--- config.mk ---
export PLATFORM = sky130hd
export DESIGN_NAME = timer_sequencer_flat
export DESIGN_NICKNAME = d
export VERILOG_FILES = /design/src/rtl/timer_sequencer_pkg.sv /design/src/rtl/timer_sequencer_if.sv /design/src/rtl/timer_sequencer_seq_table.sv /design/src/rtl/timer_sequencer.sv /design/src/flat_wrapper.sv
export SDC_FILE = /design/constraint.sdc
export NUM_CORES = 1
export LEC_CHECK = 0
export CORE_MARGIN = 4
export CORE_UTILIZATION = 35
export CTS_CLUSTER_DIAMETER = 80
export DETAILED_ROUTE_END_ITERATION = 10
export PLACE_DENSITY = 0.66
export SLEW_MARGIN = 10
export SYNTH_ARGS = -nofsm -noshare
export SYNTH_HDL_FRONTEND = slang
export SYNTH_SLANG_ARGS = --single-unit
--- constraint.sdc ---
create_clock -name clk -period 2.9 [get_ports clk]
set_clock_uncertainty 0.2 [all_clocks]
set_input_delay 0.87 -clock clk [delete_from_list [all_inputs] [get_ports clk]]
set_output_delay 0.87 -clock clk [all_outputs]
set_load 0.03 [all_outputs]
--- src/rtl/timer_sequencer_pkg.sv ---
// Shared constants for the timer sequencer: default geometry, FSM encodings and the flush reload value.
package timer_sequencer_pkg;

    localparam int WIDTH_DEF  = 5;
    localparam int DEPTH_DEF  = 4;
    localparam int ADDR_W_DEF = 2;

    typedef enum logic [2:0] {
        IDLE  = 3'd0,
        LOAD  = 3'd1,
        ARM   = 3'd2,
        WAIT  = 3'd3,
        FLUSH = 3'd4
    } seq_state_t;

    localparam logic [2:0] S_IDLE  = 3'd0;
    localparam logic [2:0] S_LOAD  = 3'd1;
    localparam logic [2:0] S_ARM   = 3'd2;
    localparam logic [2:0] S_WAIT  = 3'd3;
    localparam logic [2:0] S_FLUSH = 3'd4;

    localparam logic [31:0] FLUSH_VALUE = 32'd0;

endpackage

--- src/rtl/timer_sequencer_if.sv ---
// Config bus plus timer load/trigger signals; master is the sequencer, slave is its environment.
interface timer_sequencer_if #(
    parameter int WIDTH  = 5,
    parameter int ADDR_W = 2
);
    logic              cfg_we;
    logic [ADDR_W-1:0] cfg_addr;
    logic [WIDTH-1:0]  cfg_data;
    logic [ADDR_W:0]   cfg_len;
    logic              start;
    logic              stop;
    logic              loop_en;
    logic              trigger;
    logic [WIDTH-1:0]  value;
    logic              valid;
    logic              enable;
    logic              busy;
    logic              step;
    logic [ADDR_W-1:0] idx;
    logic              done;
    logic              cfg_err;

    modport master (
        input  cfg_we, cfg_addr, cfg_data, cfg_len, start, stop, loop_en, trigger,
        output value, valid, enable, busy, step, idx, done, cfg_err
    );

    modport slave (
        output cfg_we, cfg_addr, cfg_data, cfg_len, start, stop, loop_en, trigger,
        input  value, valid, enable, busy, step, idx, done, cfg_err
    );
endinterface

--- src/rtl/timer_sequencer_seq_table.sv ---
// Reload value table: one write port, combinational read, cleared by reset.
module seq_table #(
    parameter int WIDTH  = 5,
    parameter int DEPTH  = 4,
    parameter int ADDR_W = 2
) (
    input  logic              clk,
    input  logic              reset_n,
    input  logic              we_i,
    input  logic [ADDR_W-1:0] waddr_i,
    input  logic [WIDTH-1:0]  wdata_i,
    input  logic [ADDR_W-1:0] raddr_i,
    output logic [WIDTH-1:0]  rdata_o
);

    logic [WIDTH-1:0] mem_q [DEPTH];

    // Table storage write port
    always_ff @(posedge clk or negedge reset_n) begin
        if (!reset_n) begin
            for (int i = 0; i < DEPTH; i++) begin
                mem_q[i] <= '0;
            end
        end else if (we_i) begin
            mem_q[waddr_i] <= wdata_i;
        end
    end

    assign rdata_o = mem_q[raddr_i];

endmodule

--- src/rtl/timer_sequencer.sv ---
// Plays a table of reload values into a timer, reloading after each trigger, with optional looping.
module timer_sequencer
    import timer_sequencer_pkg::*;
#(
    parameter int WIDTH  = WIDTH_DEF,
    parameter int DEPTH  = DEPTH_DEF,
    parameter int ADDR_W = ADDR_W_DEF
) (
    input logic               clk,
    input logic               reset_n,
    timer_sequencer_if.master bus
);

    localparam logic [ADDR_W:0] LEN_MAX = (ADDR_W+1)'(DEPTH);

    logic [2:0]        state_q, state_d;
    logic [ADDR_W-1:0] idx_q, idx_d;
    logic [ADDR_W:0]   len_q, len_d;
    logic              loop_q, loop_d;
    logic              cfg_err_q, cfg_err_d;
    logic [WIDTH-1:0]  value_q, value_d;
    logic              valid_q, valid_d;
    logic              enable_q, enable_d;
    logic              busy_q, busy_d;
    logic              step_q, step_d;
    logic              done_q, done_d;

    logic [ADDR_W:0]   len_in_s;
    logic              last_s;
    logic              wr_en_s;
    logic [WIDTH-1:0]  rdata_s;
    logic [2:0]        adv_state_s;
    logic [ADDR_W-1:0] adv_idx_s;
    logic              adv_done_s;

    assign len_in_s = (bus.cfg_len > LEN_MAX) ? LEN_MAX : bus.cfg_len;
    assign last_s   = (({1'b0, idx_q} + (ADDR_W+1)'(1'b1)) >= len_q);
    // The table is frozen outside IDLE so playback always sees a stable set of values.
    assign wr_en_s  = bus.cfg_we && (state_q == S_IDLE);

    seq_table #(
        .WIDTH  (WIDTH),
        .DEPTH  (DEPTH),
        .ADDR_W (ADDR_W)
    ) u_table (
        .clk     (clk),
        .reset_n (reset_n),
        .we_i    (wr_en_s),
        .waddr_i (bus.cfg_addr),
        .wdata_i (bus.cfg_data),
        .raddr_i (idx_d),
        .rdata_o (rdata_s)
    );

    // Where to go once the current entry is completed or skipped
    always_comb begin
        adv_idx_s   = idx_q;
        adv_state_s = S_IDLE;
        adv_done_s  = 1'b0;
        if (!last_s) begin
            adv_idx_s   = idx_q + ADDR_W'(1'b1);
            adv_state_s = S_LOAD;
        end else if (loop_q) begin
            adv_idx_s   = '0;
            adv_state_s = S_LOAD;
        end else begin
            adv_done_s  = 1'b1;
        end
    end

    // Sequencer FSM next state and pulse outputs
    always_comb begin
        state_d   = state_q;
        idx_d     = idx_q;
        len_d     = len_q;
        loop_d    = loop_q;
        cfg_err_d = cfg_err_q | (bus.cfg_we & (state_q != S_IDLE));
        step_d    = 1'b0;
        done_d    = 1'b0;
        case (state_q)
            S_IDLE: begin
                if (bus.start && (bus.cfg_len == '0)) begin
                    done_d    = 1'b1;
                end else if (bus.start) begin
                    state_d   = S_LOAD;
                    idx_d     = '0;
                    len_d     = len_in_s;
                    loop_d    = bus.loop_en;
                    cfg_err_d = 1'b0;
                end else begin
                    state_d   = S_IDLE;
                end
            end
            S_LOAD: begin
                // value_q still holds table[idx_q] while in LOAD; zero entries are skipped.
                if (bus.stop) begin
                    state_d = S_FLUSH;
                end else if (value_q == '0) begin
                    step_d  = 1'b1;
                    state_d = adv_state_s;
                    idx_d   = adv_idx_s;
                    done_d  = adv_done_s;
                end else begin
                    state_d = S_ARM;
                end
            end
            S_ARM: begin
                if (bus.stop) begin
                    state_d = S_FLUSH;
                end else begin
                    state_d = S_WAIT;
                end
            end
            S_WAIT: begin
                if (bus.stop) begin
                    state_d = S_FLUSH;
                end else if (bus.trigger) begin
                    step_d  = 1'b1;
                    state_d = adv_state_s;
                    idx_d   = adv_idx_s;
                    done_d  = adv_done_s;
                end else begin
                    state_d = S_WAIT;
                end
            end
            S_FLUSH: begin
                state_d = S_IDLE;
            end
            default: begin
                state_d = S_IDLE;
            end
        endcase
        valid_d  = (state_d == S_LOAD) || (state_d == S_FLUSH);
        enable_d = (state_d == S_ARM) || (state_d == S_WAIT);
        busy_d   = (state_d != S_IDLE);
    end

    assign value_d = (state_d == S_LOAD) ? rdata_s : WIDTH'(FLUSH_VALUE);

    // State, playback context and registered outputs
    always_ff @(posedge clk or negedge reset_n) begin
        if (!reset_n) begin
            state_q   <= S_IDLE;
            idx_q     <= '0;
            len_q     <= '0;
            loop_q    <= 1'b0;
            cfg_err_q <= 1'b0;
            value_q   <= '0;
            valid_q   <= 1'b0;
            enable_q  <= 1'b0;
            busy_q    <= 1'b0;
            step_q    <= 1'b0;
            done_q    <= 1'b0;
        end else begin
            state_q   <= state_d;
            idx_q     <= idx_d;
            len_q     <= len_d;
            loop_q    <= loop_d;
            cfg_err_q <= cfg_err_d;
            value_q   <= value_d;
            valid_q   <= valid_d;
            enable_q  <= enable_d;
            busy_q    <= busy_d;
            step_q    <= step_d;
            done_q    <= done_d;
        end
    end

    assign bus.value   = value_q;
    assign bus.valid   = valid_q;
    assign bus.enable  = enable_q;
    assign bus.busy    = busy_q;
    assign bus.step    = step_q;
    assign bus.idx     = idx_q;
    assign bus.done    = done_q;
    assign bus.cfg_err = cfg_err_q;

endmodule

--- src/flat_wrapper.sv ---
// flat-port wrapper written by rule: the top's interface ports become plain ports
module timer_sequencer_flat import timer_sequencer_pkg::*;
#(
    parameter int WIDTH  = WIDTH_DEF,
    parameter int DEPTH  = DEPTH_DEF,
    parameter int ADDR_W = ADDR_W_DEF
)
  (clk, reset_n, bus_cfg_we, bus_cfg_addr, bus_cfg_data, bus_cfg_len, bus_start, bus_stop, bus_loop_en, bus_trigger, bus_value, bus_valid, bus_enable, bus_busy, bus_step, bus_idx, bus_done, bus_cfg_err);
  timer_sequencer_if #(.WIDTH(WIDTH), .ADDR_W(ADDR_W)) bus_i ();
  input logic clk;
  input logic reset_n;
  input wire logic [$bits(bus_i.cfg_we)-1:0] bus_cfg_we;
  input wire logic [$bits(bus_i.cfg_addr)-1:0] bus_cfg_addr;
  input wire logic [$bits(bus_i.cfg_data)-1:0] bus_cfg_data;
  input wire logic [$bits(bus_i.cfg_len)-1:0] bus_cfg_len;
  input wire logic [$bits(bus_i.start)-1:0] bus_start;
  input wire logic [$bits(bus_i.stop)-1:0] bus_stop;
  input wire logic [$bits(bus_i.loop_en)-1:0] bus_loop_en;
  input wire logic [$bits(bus_i.trigger)-1:0] bus_trigger;
  output wire logic [$bits(bus_i.value)-1:0] bus_value;
  output wire logic [$bits(bus_i.valid)-1:0] bus_valid;
  output wire logic [$bits(bus_i.enable)-1:0] bus_enable;
  output wire logic [$bits(bus_i.busy)-1:0] bus_busy;
  output wire logic [$bits(bus_i.step)-1:0] bus_step;
  output wire logic [$bits(bus_i.idx)-1:0] bus_idx;
  output wire logic [$bits(bus_i.done)-1:0] bus_done;
  output wire logic [$bits(bus_i.cfg_err)-1:0] bus_cfg_err;
  assign bus_i.cfg_we = bus_cfg_we;
  assign bus_i.cfg_addr = bus_cfg_addr;
  assign bus_i.cfg_data = bus_cfg_data;
  assign bus_i.cfg_len = bus_cfg_len;
  assign bus_i.start = bus_start;
  assign bus_i.stop = bus_stop;
  assign bus_i.loop_en = bus_loop_en;
  assign bus_i.trigger = bus_trigger;
  assign bus_value = bus_i.value;
  assign bus_valid = bus_i.valid;
  assign bus_enable = bus_i.enable;
  assign bus_busy = bus_i.busy;
  assign bus_step = bus_i.step;
  assign bus_idx = bus_i.idx;
  assign bus_done = bus_i.done;
  assign bus_cfg_err = bus_i.cfg_err;
  timer_sequencer #(.WIDTH(WIDTH), .DEPTH(DEPTH), .ADDR_W(ADDR_W)) u_core (.clk(clk), .reset_n(reset_n), .bus(bus_i));
endmodule
==> metrics.yaml <==
run_status: "completed"
drc: 0
initial_core_util_pct: 36.7
dpl.hpwl_um: 2950
cp.required_ps: 1830
gr-total-overflow: 0
crit_family: "buffers and inverters"
antenna_found_initial: 0
syn_nets: 182
viasPerCell: 5.00
yosysWarningCount: 0
synth_top_cell_by_area: "dfrtp_1"
fin_cells: 270
drt_iter0_drc: 55
criticalPathCategory: "reg2out"
place_congestion: 0.918
cts_buffers: 5
cts_resized: 0
yosys-top-cells-area: "dfrtp_1 (52%), mux2_2 (15%), a22oi_1 (2.8%), ha_1 (2.6%), nand3b_1 (2.4%)"
dr.pass1.iters: 4
die_w_um: 81.9
setup_viol: 0
final.setup.worst_slack_ps: 257
grt_pass1_wl_um: 6840
ys_seq_area_share_pct: 52.4
diodes: 0
port_buffers: 29
relSlewSlack_pct: 66.4
drive_gt1_share_pct: 24.5
synthFlopType: "dfrtp_1"
slew_violations: 0
grt_pass1_vias: 1393
end_kind: "primary output"
ant_nets: 0
multi_input_area_sq_um: 857
place_ws_ps: 152
leakagePower_nw: 1.05
synth_cells: 161
cpPeakStageDelay_ps: 690
synth_async_sr_flop_share_pct: 100
slowest_stage: "clkdlybuf4s50_1"
hold_viol: 0
drt-total-wl_um: 4010
pin_count: 30
ys_seq_elements: 40
routedWlPerCell_um: 14.8
synthToLayoutAreaGrowth_pct: 26.3
fin_crit_sh_pct: 91.1
peakVddDrop_uv: 461
synth_area_sq_um: 1910
final-seq-area_sq_um: 1000
start_kind: "flip-flop"
hold_path_class: "reg2reg"
routed-via-count: 1349
nets: 220
h-tree-depth: 2
grt_use_total_pct: 13.6
nFillCells: 516
power_density_nw_per_um2: 1040
cap_violations: 0
path_clk_slew_ps: 80
synth_edf_count: 0
crit_arrival_ps: 1570
crit_buf_inv: 2
fin_setup_tns_ps: 0
post-cts-setup-buffers: 0
yosysUniqueCellTypes: 39
tightestPinTransition_ps: 504
final_util_pct: 46.4
dpl.cell_count: 262
die_height_um: 81.9
fmax_ghz: 0.378
dieArea_sq_um: 6710
synth_commonest_cells: "dfrtp_1 (40), mux2_2 (25), nand2_1 (10), a22oi_1 (7), inv_1 (7)"
synth_most_common_cell: "dfrtp_1"
placementRows: 26
clock-sinks: 40
root_buffer: "clkbuf_8"
critPathMaxFanout: 14
grt_max_degree: 24
cts_tree: "built"
rsz0062_at_grt: "no"
syn-mean-instance-area_sq_um: 11.9
core-area_sq_um: 5200
netlist.area_leader.share_pct: 52.4
clk_latency_ps: 290
cts_buffer_depth: 2
ctsHoldBuffers: 0
path_cells: "buf_4 -> clkdlybuf4s50_1"
fin_crit_ps: 2640
cell usage in the layout (no fill, tap or decap), drive strengths merged:
cell           count
a32o               1
or3                1
nand2b             1
inv                8
o221ai             2
clkinv             1
nor3               8
o2111ai            1
nor2               6
mux2              25
nand3              1
a31oi              5
or2                2
o21ai              8
nand3b             7
a311o              1
a22oi              7
a211oi             1
nor2b              2
bufinv             1
a21o               1
nand4b             1
or2b               1
buf                7
clkbuf             6
a22o               1
dfrtp             40
clkdlybuf4s50     28
nand4              6
and2               1
a21oi              3
nand2             12
ha                 4
worst paths after layout:
check                                    from                       end  slack [ps]  cells after the start
hold / removal             u_core.bus.cfg_err        u_core.bus.cfg_err         300                      2
hold reg to reg            u_core.bus.cfg_err        u_core.bus.cfg_err         300                      2
min in group asynchronous             reset_n  u_core.u_table.mem_q[10]         330                      1
max in group asynchronous             reset_n         u_core.state_q[2]        1640                      2
setup reg to reg            u_core.bus.idx[1]       u_core.bus.value[3]         570                      7
setup / recovery            u_core.bus.idx[0]                bus_idx[0]         260                      2
cell type report:
type / instances / share of cell area, %
repair buffers: 35 / 13.7
flip-flops and latches: 40 / 41.5
clock buffers: 6 / 3.01
well taps: 70 / 3.63
multi-input cells: 109 / 35.5
inverters: 8 / 1.24
clock inverters: 2 / 1.45
metal layers:
metal  up-vias  routed length, um  global-route usage [%]
met5         -                  0                       0
met4         0                 51                    4.98
met3         7                173                    2.96
met2        24               1970                    21.8
met1       654               1820                    17.9
li1        664                  -                       -
through the flow:
step                hold WS, ps  total power [W]  instance area [sq um]
CTS                         297          0.00254                   2410
global route                310          0.00270                   2410
floorplan                   253          0.00174                   1910
global placement            283          0.00206                   2310
finish                      295          0.00251                   2410
detailed placement          279          0.00208                   2310
state kept, by name, indices dropped and copies added (netlist names):
signal	count
u_core.bus.busy	1
u_core.bus.cfg_err	1
u_core.bus.done	1
u_core.bus.enable	1
u_core.bus.idx	2
u_core.bus.step	1
u_core.bus.valid	1
u_core.bus.value	5
u_core.len_q	3
u_core.loop_q	1
u_core.state_q	3
u_core.u_table.mem_q	20
worst register-to-register path, cell delays in order, from the launching register on:
cell and delay (ps):
dfrtp_1 420, ha_1 190, ha_1 280, a21oi_1 210
o2111ai_1 230, nor3_2 410, a22oi_1 130, a31oi_1 190
logic make-up after synthesis:
kind of cell	share of synthesized area [%]
DFF	52.4
adders and majority gates	2.62
muxes	14.7
AOI/OAI and AO/OA	11.3
buffers and inverters	2.75
and+or+nand+nor	16.2
power by group:
| group | switching, W | internal (W) |
|---|---|---|
| sequential | 0.000156 | 0.000798 |
| clock | 0.000195 | 0.000255 |
| combinational | 0.000580 | 0.000527 |
| total | 0.000931 | 0.00158 |
No activity file was read; power rests on OpenSTA's default activity.
